--- src/rtl/leaf_pkg.sv ---
// Shared project package: FSM state encoding and parameter range limits
// for the edge-event transmitter.
package leaf_pkg;

  typedef enum logic [0:0] {
    ST_IDLE = 1'b0,
    ST_HOLD = 1'b1
  } tx_state_e;

  localparam int unsigned HOLD_CYCLES_MIN = 2;
  localparam int unsigned HOLD_CYCLES_MAX = 65535;
  localparam int unsigned MAX_PENDING_MIN = 1;
  localparam int unsigned MAX_PENDING_MAX = 255;

endpackage

--- src/rtl/event_hold_timer.sv ---
// Down-counting hold timer: loads a value, counts down to zero and
// stops there, flagging zero so the FSM knows the level may change.
module event_hold_timer #(
  parameter int unsigned WIDTH = 4
) (
  input  logic             i_clk,
  input  logic             i_reset_n,
  input  logic             load,
  input  logic [WIDTH-1:0] value,
  output logic             zero
);

  logic [WIDTH-1:0] count;

  // NOTE: sequential state uses non-blocking assignments and an async
  // active-low reset in the sensitivity list.
  always_ff @(posedge i_clk or negedge i_reset_n) begin
    if (!i_reset_n) begin
      count <= '0;
    end else if (load) begin
      count <= value;
    end else if (count != '0) begin
      count <= count - WIDTH'(1);
    end
  end

  assign zero = (count == '0);

endmodule

--- src/rtl/edge_event_tx.sv ---
// Encodes accepted events as level toggles on o_line, holding each level
// at least HOLD_CYCLES clocks so a synchronizer + debouncer sees it intact.
module edge_event_tx
  import leaf_pkg::*;
#(
  parameter int unsigned HOLD_CYCLES = 16,
  parameter int unsigned MAX_PENDING = 4
) (
  input  logic                               i_clk,
  input  logic                               i_reset_n,
  input  logic                               i_valid,
  output logic                               o_ready,
  input  logic                               i_flush,
  input  logic                               i_clear_ovf,
  output logic                               o_line,
  output logic                               o_busy,
  output logic [$clog2(MAX_PENDING+1)-1:0]   o_pending,
  output logic                               o_overflow
);

  localparam int unsigned PEND_W = $clog2(MAX_PENDING + 1);
  localparam int unsigned HOLD_W = $clog2(HOLD_CYCLES);
  localparam logic [HOLD_W-1:0] HOLD_RELOAD = HOLD_W'(HOLD_CYCLES - 1);
  localparam logic [PEND_W-1:0] PEND_MAX    = PEND_W'(MAX_PENDING);

  if (HOLD_CYCLES < HOLD_CYCLES_MIN || HOLD_CYCLES > HOLD_CYCLES_MAX) begin : g_bad_hold
    $error("edge_event_tx: HOLD_CYCLES out of range 2..65535");
  end
  if (MAX_PENDING < MAX_PENDING_MIN || MAX_PENDING > MAX_PENDING_MAX) begin : g_bad_pend
    $error("edge_event_tx: MAX_PENDING out of range 1..255");
  end

  tx_state_e        state;
  logic [PEND_W-1:0] pending;
  logic [PEND_W-1:0] pending_next;
  logic             accept;
  logic             dispatch;
  logic             hold_zero;

  // Ready comes from the registered count only: a dispatch in the same
  // edge does not free a slot early.
  assign o_ready  = (pending < PEND_MAX);
  assign accept   = i_valid && o_ready;
  assign dispatch = (pending != '0) && ((state == ST_IDLE) || hold_zero);

  event_hold_timer #(
    .WIDTH(HOLD_W)
  ) u_hold_timer (
    .i_clk    (i_clk),
    .i_reset_n(i_reset_n),
    .load     (dispatch),
    .value    (HOLD_RELOAD),
    .zero     (hold_zero)
  );

  // Flush keeps only an event accepted in the same edge.
  always_comb begin
    pending_next = pending;
    if (i_flush) begin
      pending_next = PEND_W'(accept);
    end else if (accept && !dispatch) begin
      pending_next = pending + PEND_W'(1);
    end else if (dispatch && !accept) begin
      pending_next = pending - PEND_W'(1);
    end
  end

  always_ff @(posedge i_clk or negedge i_reset_n) begin
    if (!i_reset_n) begin
      state      <= ST_IDLE;
      pending    <= '0;
      o_line     <= 1'b0;
      o_overflow <= 1'b0;
    end else begin
      pending <= pending_next;

      if (dispatch) begin
        state  <= ST_HOLD;
        o_line <= ~o_line;
      end else if (state == ST_HOLD && hold_zero) begin
        state <= ST_IDLE;
      end

      if (i_valid && !o_ready) begin
        o_overflow <= 1'b1;
      end else if (i_clear_ovf) begin
        o_overflow <= 1'b0;
      end
    end
  end

  assign o_busy    = (state == ST_HOLD) || (pending != '0);
  assign o_pending = pending;

endmodule

--- config.mk ---
export PLATFORM = sky130hd
export DESIGN_NAME = edge_event_tx
export DESIGN_NICKNAME = d
export VERILOG_FILES = /design/src/rtl/leaf_pkg.sv /design/src/rtl/event_hold_timer.sv /design/src/rtl/edge_event_tx.sv
export SDC_FILE = /design/constraint.sdc
export NUM_CORES = 1
export LEC_CHECK = 0
export BUFFER_PORTS_ARGS = -buffer_cell sky130_fd_sc_hd__buf_4
export CAP_MARGIN = 10
export CORE_AREA = 3 3 40 42
export CTS_CLUSTER_SIZE = 12
export DETAILED_ROUTE_END_ITERATION = 6
export DIE_AREA = 0 0 43 45
export PLACE_DENSITY_LB_ADDON = 0.25
export SYNTH_ARGS = -nofsm -noshare
export SYNTH_HDL_FRONTEND = slang
export SYNTH_SLANG_ARGS = --single-unit
--- constraint.sdc ---
create_clock -name i_clk -period 3.05 [get_ports i_clk]
set_input_delay 0.1525 -clock i_clk [delete_from_list [all_inputs] [get_ports i_clk]]
set_output_delay 0.1525 -clock i_clk [all_outputs]
set_load 0.005 [all_outputs]
==> results.toml <==
[floorplanning]
start_util = 0.437
std_cell_rows = 13
fp.dieH_um = 45
fp.dieArea_um2 = 1940
dieWidth_um = 43
io_pins = 12
core_um2 = 1280

[clock_tree]
cts-htree-levels = 1
cts_buffer_depth = 2
cts_buffers = 3
cts_tree = "yes"
clk_pin_slew_ns = 0.06
post_cts_buffers = 0
cts-hold-fix-buffers = 1
cts_num_sinks = 10
cts_resized = 0
insertion_delay_ns = 0.26
ctsRootBufferMaster = "clkbuf_4"

[drt]
drc_errors = 0
first_iter_violations = 4
via_count = 443
postRouteAntennaNets = 0
wire_per_inst_um = 12.4
first_pass_iters = 4
vias_per_cell = 5.21
routed_wl_um = 1060

[pwr]
switching_power_uw = 270
internal-power_uw = 411
power.density_nw_per_um2 = 979
power.total_uw = 681
power_frac_seq = 0.381
vdd_drop_max_mv = 0.468
clockPowerShare = 0.127
p_comb_frac = 0.492
p_leak_nw = 0.324
switching_share = 0.396

[worst_setup_path]
critPathMaxStageDelay_ns = 0.48
crit_top_cell = "nor2_1"
end_kind = "register"
path_max_fanout = 6
required_ns = 3.18
start_kind = "register"
path_cells = "inv_1, ha_1, or3b_4, a21oi_4, nor2_1, fa_1, nor2_1, mux2_1"
cp_top_family = "adder cells"
path_class = "register to register"
crit_arrival_ns = 2.51
path_buf_inv = 1
slowest_stage = "fa_1"

[final_layout]
areaGrowthSynthToFinish_pct = 23.8
diodes = 0
drive_gt1_frac = 0.257
layout.nets = 79

[sta]
clock_skew_ns = 0.00833
slew_viol_final = 0
setup_viol = 0
worst_slew_pin_slew_ns = 0.492
period_needed_ns = 2.38
rsz0062_at_grt = "no"
period_share = 0.781
max_freq_ghz = 0.420
setup-tns-final_ns = 0
max_slew_margin = 0.670
hold_viol = 0

[grt]
grt_start_max_net_pins = 11
grt_usage = 0.141
overflow = 0
grt_pass1_wl_um = 1970
grt_pass1_vias = 460
grt_antenna_before_repair = 0

[yosys]
synth-edff-count = 0
syn_inst = 55
synthTopCellsByCount = "dfrtp_1 (10), inv_1 (6), a21oi_1 (4), nand2_1 (4), nor2_1 (4)"
synth_top_area_frac = 0.445
synth.distinct_cells = 28
synth_area_leader_cell = "dfrtp_1"
ys.flop_type = "dfrtp_1"
synth.avg_cell_area_um2 = 10.2
synth_seq_area_share = 0.445
yosysMostFrequentCell = "dfrtp_1"
synth_seq_cells = 10
syn-num-nets = 62
syn_area_um2 = 562
yosysWarnings = 0
async_flop_share = 1.00
ys_top_cells_by_area = "dfrtp_1 (45%), inv_1 (4.0%), a21oi_1 (3.6%), fa_1 (3.6%), xor2_1 (3.1%)"

[outcome]
status = "complete, no violations"

[flow_run]
drv_cap = 0

[placement]
io_buffers = 11
gp_routability_congestion = 0.756
dp_hpwl_um = 829

[worst_hold_path]
hold_class = "primary input to register"
==> worst paths after layout <==
| check | start | to | slack (ns) | depth (start not counted) |
|---|---|---|---|---|
| max | u_hold_timer.count[0] | o_pending[1] | 0.67 | 8 |
| min | i_clear_ovf | o_overflow | 0.09 | 2 |
| max reg2reg | u_hold_timer.count[0] | o_pending[1] | 0.67 | 8 |
| min reg2reg | o_line | o_line | 0.48 | 1 |
| max in group asynchronous | i_reset_n | o_pending[2] | 2.65 | 2 |
| min in group asynchronous | i_reset_n | o_pending[0] | 0.25 | 2 |
==> placed cells by master (no fill, tap or decap), drive strengths merged <==
cell type,count
a211o,1
a21o,1
a21oi,5
a2bb2oi,1
and2b,1
buf,11
clkbuf,3
dfrtp,10
dlygate4sd3,1
fa,1
ha,1
inv,6
mux2,1
mux2i,1
nand2,4
nand2b,2
nand3,1
nor2,4
nor2b,1
nor3,4
nor3b,1
nor4,1
o21a,1
o21ai,1
o221ai,1
o31ai,1
or3b,1
xor2,3
==> kinds of logic (layout without fill, tap and decap cells) <==
family,Yosys count,count (layout),synth area share
AO/OA/AOI/OAI,12,12,0.160
buffers and inverters,6,21,0.0401
flip-flops,10,10,0.445
XOR/XNOR,3,3,0.0601
adder cells (fa/ha/maj),2,2,0.0579
AND/OR/NAND/NOR,20,20,0.198
multiplexers,2,2,0.0379
==> layer usage <==
metal / up-vias / part of all wire / track usage
met1: 211 / 0.46 / 0.173
met2: 13 / 0.48 / 0.231
met5: - / 0 / 0
met3: 0 / 0.062 / 0.0598
met4: 0 / 0 / 0.0361
li1: 219 / - / -
==> sequential cells by signal, indices dropped and copies added (netlist names) <==
| name | cells |
|---|---|
| o_overflow | 1 |
| u_hold_timer.count | 4 |
| o_line | 1 |
| o_pending | 3 |
| state | 1 |
==> cell type report <==
cell class              count  area (µm²)
inverters                   6        22.5
well taps                  15        18.8
clock buffers               3        22.5
repair buffers             12        92.6
multi-input cells          39         289
flip-flops and latches     10         250
fillers                   114         589
==> power groups by stage <==
| stage | Clock, mW | Sequential (mW) | Combinational, mW |
|---|---|---|---|
| final | 0.0864 | 0.260 | 0.335 |
| after global routing | 0.102 | 0.270 | 0.381 |
| after CTS | 0.0906 | 0.259 | 0.342 |
| after detailed placement | 0 | 0.261 | 0.337 |
| after global placement | 0 | 0.258 | 0.332 |
| after floorplan | 0 | 0.249 | 0.235 |
==> metrics by stage <==
stage | hold slack [ns] | utilization | std cells | worst slack, ns | area [µm²]
6_report | 0.0861 | 0.541 | 85 | 0.669 | 696
4_1_cts | 0.0756 | 0.541 | 85 | 0.668 | 696
3_5_place_dp | -0.0137 | 0.516 | 81 | 0.682 | 663
5_1_grt | 0.0716 | 0.541 | 85 | 0.535 | 696
3_3_place_gp | -0.0102 | 0.516 | 81 | 0.728 | 663
2_1_floorplan | -0.143 | - | 55 | 0.810 | 562
Power figures use the tool's default switching activity.
